### config.mk
export PLATFORM = sky130hd
export DESIGN_NAME = sd_wb_byte_bridge
export DESIGN_NICKNAME = d
export VERILOG_FILES = /design/src/rtl/sd_wb_byte_bridge_pkg.sv /design/src/rtl/sd_wb_byte_bridge.sv
export SDC_FILE = /design/constraint.sdc
export NUM_CORES = 1
export LEC_CHECK = 0
export ABC_AREA = 1
export CORE_MARGIN = 10
export CORE_UTILIZATION = 30
export DETAILED_ROUTE_END_ITERATION = 8
export GPL_ROUTABILITY_DRIVEN = 1
export RECOVER_POWER = 100
export SYNTH_ARGS = -nofsm -noshare
export SYNTH_HDL_FRONTEND = slang
export SYNTH_SLANG_ARGS = --single-unit
### constraint.sdc
create_clock -name clk -period 2.1 [get_ports clk]
set_input_delay 0.21 -clock clk [delete_from_list [all_inputs] [get_ports clk]]
set_output_delay 0.21 -clock clk [all_outputs]
set_load 0.05 [all_outputs]
### src/rtl/sd_wb_byte_bridge_pkg.sv
`default_nettype none
// ============================================================================
// Module   : sd_bridge_pkg
// Brief    : Shared types and lane-walk helpers for sd_wb_byte_bridge.
// Revision : 1.0 - initial release
// ============================================================================
package sd_bridge_pkg;

   typedef enum logic [1:0] {
      IDLE = 2'd0,
      XFER = 2'd1,
      ACK  = 2'd2
   } state_t;

   localparam int   LANE_W   = 2;
   localparam int   BYTE_W   = 8;
   localparam int   N_LANES  = 4;
   localparam logic DIR_UP   = 1'b0;   // reads: lane 0 first
   localparam logic DIR_DOWN = 1'b1;   // writes: lane 3 first, byte 0 lands last

   typedef struct packed {
      logic              valid;
      logic [LANE_W-1:0] lane;
   } lane_sel_t;

   // Next set lane strictly after 'lane' in the given walk direction.
   function automatic lane_sel_t next_lane(input logic [N_LANES-1:0] mask,
                                           input logic [LANE_W-1:0]  lane,
                                           input logic               dir);
      lane_sel_t r;
      int        j;
      r = '0;
      for (int i = 0; i < N_LANES; i++) begin
         j = (dir == DIR_UP) ? i : (N_LANES - 1 - i);
         if (!r.valid && mask[j] &&
             ((dir == DIR_UP) ? (j > int'(lane)) : (j < int'(lane)))) begin
            r.valid = 1'b1;
            r.lane  = LANE_W'(j);
         end
      end
      return r;
   endfunction

   // First set lane of a fresh access in the given walk direction.
   function automatic lane_sel_t first_lane(input logic [N_LANES-1:0] mask,
                                            input logic               dir);
      lane_sel_t         r;
      logic [LANE_W-1:0] start;
      start = (dir == DIR_UP) ? LANE_W'(0) : LANE_W'(N_LANES - 1);
      if (mask[start]) begin
         r.valid = 1'b1;
         r.lane  = start;
      end else begin
         r = next_lane(mask, start, dir);
      end
      return r;
   endfunction

endpackage
`default_nettype wire

### src/rtl/sd_wb_byte_bridge.sv
`default_nettype none
// ============================================================================
// Module   : sd_wb_byte_bridge
// Brief    : Wishbone B4 classic 32-bit slave that splits each access into
//            byte accesses on the 8-bit register port of sd_controller_wb.
//            Writes walk lanes 3->0 (selected lanes only), reads walk 0->3.
// Options  : SD_WB_BRIDGE_ERR_EN - adds wb_err_o; sel=0 or word address
//            beyond LAST_REG is answered with an error instead of an ack.
// Revision : 1.0 - initial release
// ============================================================================
module sd_wb_byte_bridge
   import sd_bridge_pkg::*;
#(
   parameter logic [6:0] LAST_REG = 7'h44
) (
   input  logic        clk,
   input  logic        rst,
   input  logic        wb_cyc_i,
   input  logic        wb_stb_i,
   input  logic        wb_we_i,
   input  logic [6:0]  wb_adr_i,
   input  logic [3:0]  wb_sel_i,
   input  logic [31:0] wb_dat_i,
   output logic [31:0] wb_dat_o,
   output logic        wb_ack_o,
`ifdef SD_WB_BRIDGE_ERR_EN
   output logic        wb_err_o,
`endif
   output logic        we,
   output logic [6:0]  addr,
   output logic [7:0]  data_out,
   input  logic [7:0]  data_in
);

   state_t      r_state, w_state_nxt;
   logic [4:0]  r_wadr;
   logic        r_wr;
   logic [3:0]  r_mask;
   logic [31:0] r_wdat;
   logic [1:0]  r_lane, w_lane_nxt;
   logic        w_load;
   logic [3:0]  w_mask_req;
   lane_sel_t   w_pick;
   logic        w_we_nxt;
   logic [6:0]  w_addr_nxt;
   logic [7:0]  w_dout_nxt;
   logic        w_ack_nxt;
   logic        w_req;
   logic        w_unused;

   assign w_req      = wb_cyc_i & wb_stb_i & ~wb_ack_o;
   assign w_mask_req = wb_we_i ? wb_sel_i : 4'hF;
   // Byte offset bits are don't-care: lanes are generated internally.
   assign w_unused   = ^{wb_adr_i[1:0], LAST_REG};

`ifdef SD_WB_BRIDGE_ERR_EN
   logic w_bad;
   logic w_err_nxt;
   assign w_bad = (wb_sel_i == 4'h0) || (wb_adr_i[6:2] > LAST_REG[6:2]);
`endif

   // Next-state and next-output decode; all port outputs are registered.
   always_comb begin
      w_state_nxt = r_state;
      w_lane_nxt  = r_lane;
      w_load      = 1'b0;
      w_pick      = '0;
      w_we_nxt    = 1'b0;
      w_addr_nxt  = addr;
      w_dout_nxt  = data_out;
      w_ack_nxt   = 1'b0;
`ifdef SD_WB_BRIDGE_ERR_EN
      w_err_nxt   = 1'b0;
`endif
      case (r_state)
         IDLE: begin
            if (w_req) begin
               w_load = 1'b1;
               w_pick = first_lane(w_mask_req, wb_we_i ? DIR_DOWN : DIR_UP);
`ifdef SD_WB_BRIDGE_ERR_EN
               if (w_bad) begin
                  w_err_nxt   = 1'b1;
                  w_state_nxt = ACK;
               end else
`endif
               if (w_pick.valid) begin
                  w_state_nxt = XFER;
                  w_lane_nxt  = w_pick.lane;
                  w_we_nxt    = wb_we_i;
                  w_addr_nxt  = {wb_adr_i[6:2], w_pick.lane};
                  if (wb_we_i) w_dout_nxt = wb_dat_i[{w_pick.lane, 3'b000} +: BYTE_W];
               end else begin
                  // Empty write mask: nothing to issue, acknowledge right away.
                  w_state_nxt = ACK;
                  w_ack_nxt   = 1'b1;
               end
            end
         end
         XFER: begin
            w_pick = next_lane(r_mask, r_lane, r_wr ? DIR_DOWN : DIR_UP);
            if (w_pick.valid) begin
               w_lane_nxt = w_pick.lane;
               w_we_nxt   = r_wr;
               w_addr_nxt = {r_wadr, w_pick.lane};
               if (r_wr) w_dout_nxt = r_wdat[{w_pick.lane, 3'b000} +: BYTE_W];
            end else begin
               // A master that abandoned the cycle gets no ack.
               w_state_nxt = ACK;
               w_ack_nxt   = wb_cyc_i;
            end
         end
         ACK:     w_state_nxt = IDLE;
         default: w_state_nxt = IDLE;
      endcase
   end

   // State, request latch and registered register-port/bus outputs.
   always_ff @(posedge clk) begin
      if (!rst) begin
         r_state  <= IDLE;
         r_lane   <= '0;
         r_mask   <= '0;
         r_wadr   <= '0;
         r_wdat   <= '0;
         r_wr     <= 1'b0;
         we       <= 1'b0;
         addr     <= '0;
         data_out <= '0;
         wb_ack_o <= 1'b0;
`ifdef SD_WB_BRIDGE_ERR_EN
         wb_err_o <= 1'b0;
`endif
      end else begin
         r_state  <= w_state_nxt;
         r_lane   <= w_lane_nxt;
         we       <= w_we_nxt;
         addr     <= w_addr_nxt;
         data_out <= w_dout_nxt;
         wb_ack_o <= w_ack_nxt;
`ifdef SD_WB_BRIDGE_ERR_EN
         wb_err_o <= w_err_nxt;
`endif
         if (w_load) begin
            r_wadr <= wb_adr_i[6:2];
            r_wr   <= wb_we_i;
            r_mask <= w_mask_req;
            r_wdat <= wb_dat_i;
         end
      end
   end

   // Read gather: each read cycle captures the byte addressed during it.
   always_ff @(posedge clk) begin
      if (!rst) begin
         wb_dat_o <= '0;
      end else if ((r_state == XFER) && !r_wr) begin
         wb_dat_o[{r_lane, 3'b000} +: BYTE_W] <= data_in;
      end
   end

endmodule
`default_nettype wire

==> results.toml <==
[worst_setup_path]
critPathCaptureType = "register"
worstPathArrival_ns = 2.38
startpoint_type = "register"
r2r_slack_ns = -0.03
cp-endpoint = "data_out[1]$_SDFFE_PN0P_"
cp_data_required_time_ns = 2.35
r2r_cells = 16
r2r-end = "data_out[1]$_SDFFE_PN0P_"
crit_path_max_fanout = 13
timing.rr.start = "addr[1]$_SDFFE_PN0P_"
worstSetupPathType = "register to register"
startpoint = "addr[1]$_SDFFE_PN0P_"

[route]
first_pass_iters = 5
ant_nets = 0
route.final.wire_length_um = 15000
avgViaCountPerCell = 5.04
drtIter0Drc = 402
vias = 4696
drc_errors = 0
avgRoutedWirePerCell_um = 16.1

[clocking]
root_buffer = "clkbuf_16"
cts_sinks = 93
clkTransAtPathRegs_ns = 0.06
numCtsBuffers = 9
cts_tree = "built"
clock_latency_ns = 0.35
ctsHtreeMaxLevel = 3
cts_buffer_depth = 2

[pwr]
finalPower_mw = 5.62
powerDensity_nw_per_um2 = 865
peakVddDrop_mv = 0.372
p_leak_nw = 3.02

[floorplan]
io_pins = 105
fp.dieW_um = 143
die_area_um2 = 20500
rows = 44
core_um2 = 14700
floorplan.initialDensity = 0.310
fp.dieH_um = 143

[yosys]
synthCells = 625
ys_ff_latch = 93
netlist_area_um2 = 4550
synth_top_area_cell = "dfxtp_1"
seq_area_frac_synth = 0.409
synth_area_leaders = "dfxtp_1, o21ai_0, nor2_1, nand2_1, nand3_1"
synth_cell_types = 39
synth_top_area_frac = 0.409
synth_warnings = 0
syn_nets = 690
syn_area_per_cell_um2 = 7.29

[timing]
fin_hold_ws_ns = 0.255
hold_violations = 0
period_share = 1.01
slew_headroom = 0.557
fin_tns_setup_ns = -0.0825
post-route-min-period_ns = 2.13
maxSlewViolCount = 0
skew_ns = 0.00524
worst_slack_ns = -0.0276
rsz0062_at_grt = "yes"
setup_viol = 5
tightestPinTransition_ns = 0.665
fmax_mhz = 470

[outcome]
status = "complete, but fails checks"
violations = "negative setup slack"

[cells_and_area]
nets = 808
drive_above_1_share = 0.147
layout_commonest_cell = "dfxtp_1"
fin_cells = 932
final_cell_mix = "dfxtp_1, nor2_1, o21ai_0"
diodes = 0
fillers = 1442
area_delta_synth_final_pct = 42.5

[hold_path]
worstHoldPathCells = 2
hold_path_class = "primary input to register"

[place]
io_buffers = 102
dpl.hpwl_um = 10800
place_inst = 913
place_congestion = 0.863
place_ws_ns = -0.0726

[global_routing]
grt_usage = 0.147
grt_pass1_vias = 4723
antenna_found_initial = 0
grt_pass1_wl_um = 24400
grt_start_max_net_pins = 41
gr-total-overflow = 0

[job]
cap_violations = 0
where the power goes:
part,internal (mW),switching (mW)
clock network,1.06,0.687
registers,1.93,0.0956
logic,0.691,1.16
flip-flops by register name (all words and copies together) (netlist names), 2 cells and up:
register	count
addr	7
r_mask	4
wb_dat_o	32
r_wdat	32
r_state	2
data_out	8
r_wadr	5
metal layers:
metal	share of wire	track usage	wire (µm)	up-vias
met1	0.46	0.192	6920	2193
met5	0	0	0	-
met2	0.46	0.231	6960	150
met4	0.022	0.0709	330	0
met3	0.054	0.0229	804	17
li1	-	-	-	2336
cell families after synthesis:
group,Yosys count,synth area share
compound gates,171,0.226
buf+inv,96,0.0885
flops,93,0.409
fa+ha+maj,9,0.0247
simple gates,256,0.252
area by class of cell:
| cell class | count | area, µm² | area share |
|---|---|---|---|
| Sequential cell | 93 | 1870 | 0.289 |
| Clock buffer | 13 | 282 | 0.0434 |
| Multi-Input combinational cell | 436 | 2450 | 0.378 |
| Timing Repair Buffer | 142 | 1370 | 0.211 |
| Clock inverter | 3 | 40.0 | 0.00617 |
| Inverter | 61 | 243 | 0.0374 |
| Tap cell | 184 | 230 | 0.0355 |
Yosys cell counts, drive strengths merged:
cell     n
a211oi   2
a21oi   31
a221oi   2
a31oi    5
a41oi    6
buf     14
clkbuf  21
clkinv   4
dfxtp   93
ha       9
inv     57
nand2   90
nand3   58
nand3b   1
nand4    4
nor2    93
nor3     8
o211a   16
o211ai   4
o21a     1
o21ai   94
o21bai   2
o22ai    8
or2      2
worst max-delay path, stage by stage, from the launching register on:
cell	delay, ns
dfxtp_4	0.35
inv_4	0.04
ha_4	0.26
or2_0	0.22
nand2_1	0.08
nand2_2	0.06
nand2_4	0.11
inv_2	0.05
a21oi_4	0.13
nand3_4	0.12
buf_12	0.17
nand3_1	0.08
nand3_1	0.08
nand3_1	0.08
nand3_1	0.08
nand2_1	0.07
inv_1	0.03
through the flow:
step                       util  area (µm²)
after global routing      0.442        6490
after global placement    0.409        6010
after floorplan               -        4600
after CTS                 0.437        6430
final                     0.442        6490
after detailed placement  0.409        6010
worst min path at each step:
stage / startpoint / endpoint
after detailed placement: wb_dat_o[2]$_SDFFE_PN0P_ / wb_dat_o[2]$_SDFFE_PN0P_
after CTS: rst / r_wr$_SDFFE_PN0P_
after global placement: r_wdat[21]$_SDFFE_PN0P_ / r_wdat[21]$_SDFFE_PN0P_
final: rst / r_wr$_SDFFE_PN0P_
after floorplan: wb_dat_i[27] / r_wdat[27]$_SDFFE_PN0P_
after global routing: rst / r_wr$_SDFFE_PN0P_
repair_timing:
action / 4_1_cts / 5_1_grt
setup endpoints to repair: 11 / 24
pin swaps: 11 / 3
hold buffers: 0 / 0
hold endpoints to repair: 0 / 0
resized for setup: 19 / 23
setup buffers: 2 / 1
No activity file was read; power rests on OpenSTA's default activity.
